$ cat src/rtl/temp_bcd_display_if.sv
// Sample handshake and display bus for temp_bcd_display.
// The master drives samples in; the slave (the decoder) returns the display state.
interface temp_bcd_display_if #(
  parameter int IN_WIDTH = 8,
  parameter int DIGITS   = 3
);
  logic                  start_valid;
  logic                  start_ready;
  logic [IN_WIDTH-1:0]   temp;
  logic [7*DIGITS-1:0]   seg;
  logic [4*DIGITS-1:0]   bcd;
  logic                  negative;
  logic                  over_range;
  logic                  busy;
  logic                  done;

  modport master (
    output start_valid, temp,
    input  start_ready, seg, bcd, negative, over_range, busy, done
  );

  modport slave (
    input  start_valid, temp,
    output start_ready, seg, bcd, negative, over_range, busy, done
  );
endinterface

$ cat src/rtl/temp_bcd_display.sv
// Sequential binary-to-BCD (double dabble) temperature decoder driving DIGITS
// active-low seven-segment digits with sign, leading-zero blanking and over-range dashes.
module temp_bcd_display #(
  parameter int IN_WIDTH = 8,
  parameter int DIGITS   = 3,
  parameter int SIGNED   = 0,
  parameter int BLANK_LZ = 1
) (
  input  logic               clk,
  input  logic               rst,
  temp_bcd_display_if.slave  bus
);

  localparam int NS = (IN_WIDTH + 4) / 3;          // scratch nibbles, never overflows
  localparam int SW = 4 * NS;
  localparam int ND = (NS > DIGITS) ? NS : DIGITS;
  localparam int CW = $clog2(IN_WIDTH + 1);

  typedef enum logic [1:0] {
    IDLE    = 2'd0,
    CONVERT = 2'd1,
    UPDATE  = 2'd2
  } state_t;

  state_t                state_r;
  state_t                state_nx_s;
  logic [IN_WIDTH-1:0]   mag_r;
  logic [IN_WIDTH-1:0]   mag_s;
  logic                  sign_r;
  logic                  sign_s;
  logic [SW-1:0]         scratch_r;
  logic [SW-1:0]         scratch_nx_s;
  logic [4*ND-1:0]       pad_s;
  logic [CW-1:0]         cnt_r;
  logic                  last_s;
  logic                  accept_s;
  logic                  ovr_s;
  int                    av_s;
  int                    msd_s;
  int                    pos_s;
  logic [7*DIGITS-1:0]   seg_nx_s;
  logic [4*DIGITS-1:0]   bcd_nx_s;
  logic [7*DIGITS-1:0]   seg_r;
  logic [4*DIGITS-1:0]   bcd_r;
  logic                  negative_r;
  logic                  over_range_r;
  logic                  busy_r;
  logic                  done_r;
  logic                  ready_r;

  function automatic logic [6:0] seg7(input logic [3:0] d);
    case (d)
      4'd0:    seg7 = 7'b1000000;
      4'd1:    seg7 = 7'b1111001;
      4'd2:    seg7 = 7'b0100100;
      4'd3:    seg7 = 7'b0110000;
      4'd4:    seg7 = 7'b0011001;
      4'd5:    seg7 = 7'b0010010;
      4'd6:    seg7 = 7'b0000010;
      4'd7:    seg7 = 7'b1111000;
      4'd8:    seg7 = 7'b0000000;
      4'd9:    seg7 = 7'b0010000;
      default: seg7 = 7'b1111111;
    endcase
  endfunction

  function automatic logic [SW-1:0] add3(input logic [SW-1:0] s);
    add3 = s;
    for (int k = 0; k < NS; k++) begin
      if (s[4*k +: 4] >= 4'd5) begin
        add3[4*k +: 4] = s[4*k +: 4] + 4'd3;
      end else begin
        add3[4*k +: 4] = s[4*k +: 4];
      end
    end
  endfunction

  assign accept_s = bus.start_valid && ready_r;
  assign last_s   = (cnt_r == CW'(1));

  // Sign and magnitude of the offered sample; the most-negative value wraps to 2^(IN_WIDTH-1).
  always_comb begin
    sign_s = 1'b0;
    mag_s  = bus.temp;
    if ((SIGNED != 0) && bus.temp[IN_WIDTH-1]) begin
      sign_s = 1'b1;
      mag_s  = ~bus.temp + {{(IN_WIDTH-1){1'b0}}, 1'b1};
    end else begin
      sign_s = 1'b0;
      mag_s  = bus.temp;
    end
  end

  // One double-dabble step: add-3 correction, then shift the next magnitude bit in.
  always_comb begin
    scratch_nx_s = '0;
    scratch_nx_s = {add3(scratch_r), mag_r[IN_WIDTH-1]} ;
    pad_s        = '0;
    pad_s[SW-1:0] = scratch_nx_s;
  end

  // Display decode of the final BCD value, used on the last conversion edge.
  always_comb begin
    av_s     = sign_r ? (DIGITS - 1) : DIGITS;
    ovr_s    = 1'b0;
    msd_s    = 0;
    seg_nx_s = '1;
    bcd_nx_s = '0;
    for (int k = 0; k < ND; k++) begin
      if ((k >= av_s) && (pad_s[4*k +: 4] != 4'd0)) begin
        ovr_s = 1'b1;
      end else begin
        ovr_s = ovr_s;
      end
      if ((k < DIGITS) && (pad_s[4*k +: 4] != 4'd0)) begin
        msd_s = k;
      end else begin
        msd_s = msd_s;
      end
    end
    pos_s = (BLANK_LZ != 0) ? (msd_s + 1) : (DIGITS - 1);
    for (int k = 0; k < DIGITS; k++) begin
      if (ovr_s) begin
        seg_nx_s[7*k +: 7] = 7'b0111111;
      end else if (sign_r && (k == pos_s)) begin
        seg_nx_s[7*k +: 7] = 7'b0111111;
      end else if ((BLANK_LZ != 0) && (k > msd_s)) begin
        seg_nx_s[7*k +: 7] = 7'b1111111;
      end else begin
        seg_nx_s[7*k +: 7] = seg7(pad_s[4*k +: 4]);
      end
    end
    if (ovr_s) begin
      bcd_nx_s = '0;
    end else begin
      bcd_nx_s = pad_s[4*DIGITS-1:0];
    end
  end

  // Next-state logic.
  always_comb begin
    state_nx_s = state_r;
    case (state_r)
      IDLE: begin
        if (accept_s) begin
          state_nx_s = CONVERT;
        end else begin
          state_nx_s = IDLE;
        end
      end
      CONVERT: begin
        if (last_s) begin
          state_nx_s = UPDATE;
        end else begin
          state_nx_s = CONVERT;
        end
      end
      UPDATE:  state_nx_s = IDLE;
      default: state_nx_s = IDLE;
    endcase
  end

  // State register.
  always_ff @(posedge clk) begin
    if (rst) begin
      state_r <= IDLE;
    end else begin
      state_r <= state_nx_s;
    end
  end

  // Datapath and registered outputs; outputs load on the edge that enters UPDATE.
  always_ff @(posedge clk) begin
    if (rst) begin
      mag_r        <= '0;
      sign_r       <= 1'b0;
      scratch_r    <= '0;
      cnt_r        <= '0;
      seg_r        <= '1;
      bcd_r        <= '0;
      negative_r   <= 1'b0;
      over_range_r <= 1'b0;
      done_r       <= 1'b0;
      busy_r       <= 1'b0;
      ready_r      <= 1'b1;
    end else begin
      case (state_r)
        IDLE: begin
          if (accept_s) begin
            mag_r     <= mag_s;
            sign_r    <= sign_s;
            scratch_r <= '0;
            cnt_r     <= CW'(IN_WIDTH);
          end
        end
        CONVERT: begin
          scratch_r <= scratch_nx_s;
          mag_r     <= mag_r << 1;
          cnt_r     <= cnt_r - CW'(1);
          if (last_s) begin
            seg_r        <= seg_nx_s;
            bcd_r        <= bcd_nx_s;
            negative_r   <= sign_r;
            over_range_r <= ovr_s;
            done_r       <= 1'b1;
          end
        end
        UPDATE:  done_r <= 1'b0;
        default: done_r <= 1'b0;
      endcase
      busy_r  <= (state_nx_s != IDLE);
      ready_r <= (state_nx_s == IDLE);
    end
  end

  assign bus.start_ready = ready_r;
  assign bus.seg         = seg_r;
  assign bus.bcd         = bcd_r;
  assign bus.negative    = negative_r;
  assign bus.over_range  = over_range_r;
  assign bus.busy        = busy_r;
  assign bus.done        = done_r;

endmodule

$ cat src/flat_wrapper.sv
// flat-port wrapper written by rule: the top's interface ports become plain ports
module temp_bcd_display_flat 
#(
  parameter int IN_WIDTH = 8,
  parameter int DIGITS   = 3,
  parameter int SIGNED   = 0,
  parameter int BLANK_LZ = 1
)
  (clk, rst, bus_start_valid, bus_temp, bus_start_ready, bus_seg, bus_bcd, bus_negative, bus_over_range, bus_busy, bus_done);
  temp_bcd_display_if #(.IN_WIDTH(IN_WIDTH), .DIGITS(DIGITS)) bus_i ();
  input  logic clk;
  input  logic rst;
  input wire logic [$bits(bus_i.start_valid)-1:0] bus_start_valid;
  input wire logic [$bits(bus_i.temp)-1:0] bus_temp;
  output wire logic [$bits(bus_i.start_ready)-1:0] bus_start_ready;
  output wire logic [$bits(bus_i.seg)-1:0] bus_seg;
  output wire logic [$bits(bus_i.bcd)-1:0] bus_bcd;
  output wire logic [$bits(bus_i.negative)-1:0] bus_negative;
  output wire logic [$bits(bus_i.over_range)-1:0] bus_over_range;
  output wire logic [$bits(bus_i.busy)-1:0] bus_busy;
  output wire logic [$bits(bus_i.done)-1:0] bus_done;
  assign bus_i.start_valid = bus_start_valid;
  assign bus_i.temp = bus_temp;
  assign bus_start_ready = bus_i.start_ready;
  assign bus_seg = bus_i.seg;
  assign bus_bcd = bus_i.bcd;
  assign bus_negative = bus_i.negative;
  assign bus_over_range = bus_i.over_range;
  assign bus_busy = bus_i.busy;
  assign bus_done = bus_i.done;
  temp_bcd_display #(.IN_WIDTH(IN_WIDTH), .DIGITS(DIGITS), .SIGNED(SIGNED), .BLANK_LZ(BLANK_LZ)) u_core (.clk(clk), .rst(rst), .bus(bus_i));
endmodule
$ cat config.mk
export PLATFORM = sky130hd
export DESIGN_NAME = temp_bcd_display_flat
export DESIGN_NICKNAME = d
export VERILOG_FILES = /design/src/rtl/temp_bcd_display_if.sv /design/src/rtl/temp_bcd_display.sv /design/src/flat_wrapper.sv
export SDC_FILE = /design/constraint.sdc
export NUM_CORES = 1
export LEC_CHECK = 0
export CORE_MARGIN = 2
export CORE_UTILIZATION = 54
export DETAILED_ROUTE_END_ITERATION = 12
export GPL_ROUTABILITY_DRIVEN = 0
export GPL_TIMING_DRIVEN = 1
export HOLD_SLACK_MARGIN = 0.06
export PLACE_DENSITY = 0.88
export SYNTH_ARGS = -nofsm -noshare
export SYNTH_HDL_FRONTEND = slang
export SYNTH_SLANG_ARGS = --single-unit
$ cat constraint.sdc
create_clock -name clk -period 3.2 [get_ports clk]
set_input_delay 0.64 -clock clk [delete_from_list [all_inputs] [get_ports clk]]
set_output_delay 0.64 -clock clk [all_outputs]
set_load 0.01 [all_outputs]
Yosys cells after proc, flatten, opt, wreduce, memory -nomap -nowiden. Memory sizes are Yosys's and may differ from the RTL's. Index checks and enable logic that the tools add are counted.

Register bits: 67. Bits in read-only memories: 336. Memories: 3. Bits of input ports: 11. Output and inout bits: 38. Word-level logic and storage cells: 66.

Memories: (no name shown) (words 16, bits a word 7, rd ports 1, clocked after memory_dff 0, write ports 0, line temp_bcd_display.sv:52) `case (d)`; (no name shown) (words 16, bits a word 7, rd ports 1, clocked after memory_dff 0, write ports 0, line temp_bcd_display.sv:52); (no name shown) (words 16, bits a word 7, rd ports 1, clocked after memory_dff 0, write ports 0, line temp_bcd_display.sv:52).

Reductions and logical operators: 11. Equal/unequal tests: 4. Mux-type cells: 25. Add/sub/neg operators: 5. $lt $le $gt $ge: 7. Bitwise gates (word level): 1.

Operator list (number): 7-bit 2-to-1 mux (6); 1-bit by 32-bit greater-than comparator with 1-bit output, first input constant (1); 2-bit by 32-bit greater-than comparator with 1-bit output, first input constant (1); 3-bit by 32-bit greater-than comparator with 1-bit output, first input constant (1); 32-bit 2-to-1 mux (1); 16-bit one-hot mux with 2 select lines (1); 4-bit by 3-bit >= comparator with 1-bit output, second input constant (4); 16-bit 2-to-1 mux (1); 4-bit 2-to-1 mux (4); 8-bit one-hot mux with 2 select lines (1); 4-bit by 2-bit adder with 4-bit output, second input constant (3); 12-bit 2-to-1 mux (1); 4-bit nonzero test (3); 8-bit 2-to-1 mux (1); 4-bit one-hot mux with 2 select lines (1); 2-bit AND reduction (3); 4-bit by 1-bit == test with 1-bit output, second input constant (1); 2-bit zero test (2); 1-bit 2-to-1 mux (4); 2-bit by 1-bit inequality test with 1-bit output, second input constant (2); 2-bit one-hot mux with 2 select lines (1); 2-bit nonzero test (2); 4-bit by 1-bit subtractor with 4-bit output, second input constant (1); 3-bit by 2-bit adder with 3-bit output, second input constant (1); 6 further kinds (6).

Logic depth before layout (Yosys ltp).
Depth in word-level cells: 8. Gate-level depth with buffers: 11. Mapped depth without buffers: 11.

Least setup slack after synthesis. Ideal clock, no wire load.

Path type: flip-flop to flip-flop. Start point: reg u_core.scratch_r[8]. End point: reg u_core.seg_r[10], in the netlist u_core.bus.seg[10]. Path buffers: 0. Clock period less this slack: 2.384 ns. Cell stages (with the launch flop): 12. Arrival: 2.255 ns. Setup slack: 0.816 ns. Data required time: 3.071 ns. Library setup time: 0.129 ns. Cells stage by stage: dfxtp_1 -> inv_1 -> ha_1 -> nand2b_1 -> a21oi_2 -> xnor2_1 -> inv_1 -> ha_1 -> o311ai_2 -> and3b_1 -> nor3b_4 -> a31oi_1.

Longest elaborated chain between the ends: 7. Elaborated cells between the ends (all ways): 10. Those cells by class: add/sub (1); order compare (2); mux (5); reduce/logical (2).

Ends and longest elaborated chain: start, declared (line temp_bcd_display.sv:31) `logic [SW-1:0] scratch_r;`; start signal, assigned (line temp_bcd_display.sv:197) `scratch_r <= scratch_nx_s;`; 4-bit by 2-bit adder with 4-bit output or 4-bit by 3-bit >= comparator with 1-bit output (tied branches) (line temp_bcd_display.sv:71, temp_bcd_display.sv:70); 4-bit 2-to-1 mux * (line temp_bcd_display.sv:70) `if (s[4*k +: 4] >= 4'd5) begin`; 4-bit nonzero test (line temp_bcd_display.sv:110, temp_bcd_display.sv:115); 32-bit 2-to-1 mux (line temp_bcd_display.sv:115) `if ((k < DIGITS) && (pad_s[4*k +: 4] != 4'd0)) begin`; 2-bit by 32-bit greater-than comparator with 1-bit output (line temp_bcd_display.sv:127) `end else if ((BLANK_LZ != 0) && (k > msd_s)) begin`; 7-bit 2-to-1 mux (line temp_bcd_display.sv:127); 7-bit 2-to-1 mux * (line temp_bcd_display.sv:123) `if (ovr_s) begin`; end signal, assigned (line temp_bcd_display.sv:201) `seg_r <= seg_nx_s;`; end, declared (line temp_bcd_display.sv:43) `logic [7*DIGITS-1:0] seg_r;`.

Mark *: on every way between the ends. The rest lies on a longest branch, timed or not. A chain may end at the register's enable or synchronous reset.

Worst setup path after layout.
Start point: reg u_core.scratch_r[8]. End point: reg u_core.seg_r[9], in the netlist u_core.bus.seg[9].

Same word-level chain as after synthesis.

==> results.txt <==
* Run status: finished, final reports clean
- Of the available clock period, the critical path in the final layout requires 0.902.
* Count of final max-slew check failures: 0
- Cell count after synthesis: 419
- WHS: 0.447 ns
- Number of remaining DRC errors: 0
- The critical path starts at u_core.scratch_r[8].
- Excluding fillers, the count of instances in the completed layout stands at 536.
- After detailed placement, the design holds a cell count of 520.
- Buffers placed on the I/O ports in this run total 47.
- The share of synthesized area in the top cell type comes to 0.393.
- Area after DPL: 3900 sq um
- For this run, asynchronously set or reset flops after synthesis account for 0.
* WS Path Type: flip-flop to flip-flop
- Setup ws final: 0.314 ns
* Final-layout setup total negative slack: 0 ns
- In this run, post-CTS repair resized a total of 0 instances.
- Min-Delay Path Class: flip-flop to flip-flop
* Max-slew headroom at the worst pin: 0.259
* Launch point of the worst hold path: u_core.bus.bcd[9]
* Worst IR Drop VDD: 0.327 mV
* CTS sink cnt: 67
- Vias after detailed routing: 3154
* Synthesis warning total: 0
- Library cell used as clock root buffer: sky130_fd_sc_hd__clkbuf_8
- Residual overflow from global routing: 0
- Based on the critical path, the design can be clocked at up to 347 MHz.
- Post-route cell area: 4090 sq um
- The routed design could run at a clock period as short as 2.89 ns.
* Count of buffering cells on the critical path with inverters included: 2
- The first global-routing pass estimated 13200 um of wire.
- Max-cap violations in this run came to 0.
- Clock tree buffer depth: 2
* Skew final: 0.0117 ns
- Design internal power: 1310 uW
* Layout Area Growth over Synthesis: 19.9%
- After detailed routing, the total wire length is 8040 um.
- Number of top-level pins: 49
* First-pass DRT Iterations: 5
- Clock tree synthesis inserted a total of 9 buffers.
- The final layout contains 487 nets.
- Of the total power, the share spent switching nets is 0.255.
- Of all cell types, the one taking the most synthesized area is sky130_fd_sc_hd__dfxtp_1.
- For the worst setup path, the data required time is 3.38 ns.
* Syn avg cell area: 8.15 sq um
- Entering global routing, the biggest net connects 66 pins.
- Primary flip-flop cell chosen by synthesis mapping: sky130_fd_sc_hd__dfxtp_1
- Number of enable flip-flop cells after synthesis: 0
* Number of nets with antenna violations after routing: 0
* Setup repair after global routing missed its margin: no
* Initial antenna violation count: 0
* Slowest cell on the critical path: sky130_fd_sc_hd__xnor2_1
- After floorplanning, the core was divided into 28 placement rows.
- Initial core utilization: 0.567
* Die boundary height: 83.5 um
- Dominant cells by area after synthesis: sky130_fd_sc_hd__dfxtp_1 39%, sky130_fd_sc_hd__ha_1 7.3%, sky130_fd_sc_hd__a21oi_1 5.3%, sky130_fd_sc_hd__nand2_1 5.1%, sky130_fd_sc_hd__nor2_1 4.5%
* Crit start category: flip-flop
- On the critical path the largest part of the delay comes from simple AND/OR/NAND/NOR gates.
- Power spread over the standard cell area amounts to 430 nW/um^2.
- P_sw: 449 uW
- TritonCTS built the clock tree.
* Fraction of power consumed by the clock network: 0.396
- Category of the worst setup path capture point: flip-flop
- Number of hold buffers added after CTS: 0
- Dividing the detail-routed wire length by the instance count gives 15.0 um.
- In this run the horizontal extent of the chip is 83.5 um.
* Number of levels the H-tree was split into: 3
- Worst path arrival time: 3.06 ns
* Sequential share of power: 0.503
- Total nets after synthesis: 450
* Worst-path clk slew: 0.07 ns
- Count of unique library cells instantiated by Yosys: 50
- Of the total power, combinational logic draws 0.100.
- Area of the mapped netlist: 3420 sq um
* LEAKAGE: 0.00150 uW
- Maximum single-stage delay on the critical path: 0.50 ns
- Routed via count divided by cell count: 5.88
* Number of antenna repair diodes: 0
* Post-synthesis sequential element count: 67
- In this run, the number of DRC markers left after iteration 0 of detailed routing was 271.
* Clk Latency, worst-skew pair: 0.35 ns
- Prior to clock tree synthesis, the placed netlist has a worst setup slack of 0.392 ns.
* Number of global-route vias before repair: 2883
- The die covers 6980 sq um.
* Top fanout value on the critical path: 7
- Launch instance of the worst register-to-register path: u_core.scratch_r[8]
* Hold violation total from the final report: 0
- Detailed placement finished with a half-perimeter wire length of 5280 um.
- In this run the post-CTS setup repair buffer count came out at 0.
- Walking the worst path, the cells encountered are inv_1 > ha_1 > nand2b_1 > a21oi_2 > xnor2_1 > inv_1 > ha_1 > o311ai_2 > and3b_1 > nor3b_4 > a31oi_1.
* Transition time at the pin with the least slew margin: 1.11 ns
- Fill cell total of the finished layout: 488
- Of the synthesized area, sequential elements account for 0.393.
- In the global route stage, overall resource usage came out at 0.228.
- Setup violations remaining at the end of the flow were counted as 0.
- Fraction of final layout cells with drive strength greater than 1: 0.0846
- Core box area: 6030 sq um
-- kinds of logic after synthesis --
logic type                 count (synthesis)  share of synthesized area
other                                      1                    0.00110
xor gates and xnor gates                   9                     0.0231
adders and majority gates                 20                     0.0733
and+or+nand+nor                          172                      0.246
muxes                                      7                     0.0220
AOI/OAI and AO/OA                         98                      0.184
buffers and inverters                     45                     0.0579
DFF                                       67                      0.393
-- flip-flops by register name, summed over array words and instances, names as in the netlist --
signal                  count
u_core.cnt_r                4
u_core.bus.done             1
u_core.bus.start_ready      1
u_core.bus.over_range       1
u_core.scratch_r           16
u_core.mag_r                8
u_core.bus.busy             1
u_core.bus.seg             21
u_core.state_r              2
u_core.bus.bcd             12
-- power by group through the flow --
stage	clock, uW	sequential, uW	combinational, uW
after floorplan	0	900	122
after global placement	0	902	173
after detailed placement	0	904	176
after CTS	702	886	177
after global routing	737	889	197
final	697	886	177
-- metal layers --
layer / GRT usage / vias to the layer above / wire, um
met1: 0.279 / 1433 / 3490
li1: - / 1550 / -
met3: 0.0455 / 23 / 591
met5: 0 / - / 0
met4: 0.0968 / 0 / 177
met2: 0.390 / 148 / 3780
-- tightest hold or removal path, cell delays in order, from the launching register on --
cell and delay, ns:
sky130_fd_sc_hd__dfxtp_1 0.31, sky130_fd_sc_hd__nand2_1 0.05, sky130_fd_sc_hd__a21oi_1 0.05
-- final cells by class --
cell class | instances | area [sq um] | area share
multi-input cells | 307 | 1880 | 0.459
flip-flops and latches | 67 | 1340 | 0.328
repair buffers | 55 | 526 | 0.128
inverters | 16 | 60.1 | 0.0147
well taps | 75 | 93.8 | 0.0229
clock inverters | 5 | 52.6 | 0.0128
clock buffers | 11 | 141 | 0.0345
-- synthesized netlist by cell type (all sizes together) (4+ instances only) --
library cell and number:
buf 8, dfxtp 67, a31oi 19, ha 20, nor3 23, xnor2 8
inv 16, mux2 4, nor3b 6, a21oi 39, o21ai 10, nand2b 7
o21a 4, a41oi 6, nand2 46, nor2 41, a311oi 7, nand3 30
clkbuf 21
-- per-stage QoR --
stage	util	total power, uW
after global routing	0.679	1820
after CTS	0.679	1760
after global placement	0.647	1080
after floorplan	-	1020
after detailed placement	0.647	1080
final	0.679	1760
-- layout by cell type, fill, tap and decap left out, drive strengths merged, types with 3 or more instances in the layout --
cell           synthesis  final
nor2                  41     41
a41oi                  6      6
and3                   3      3
a22oi                  3      3
ha                    20     20
buf                    8      9
nor3b                  6      6
nand3                 30     30
o21ai                 10     10
mux2i                  3      3
clkbuf                21     11
mux2                   4      4
nor3                  23     23
clkinv                 0      3
nand2b                 7      7
clkdlybuf4s50          0     46
o21a                   4      4
dfxtp                 67     67
xnor2                  8      8
inv                   16     16
a21oi                 39     39
a31oi                 19     19
a311oi                 7      7
nand2                 46     46
-- worst paths after layout --
kind / end / slack [ns] / cells after the start
worst max register to register: u_core.bus.seg[9] / 0.31 / 11
worst min register to register: u_core.bus.bcd[9] / 0.45 / 2
worst min-delay path: u_core.bus.bcd[9] / 0.45 / 2
worst max-delay path: u_core.bus.seg[9] / 0.31 / 11
No activity file was read; power rests on OpenSTA's default activity.
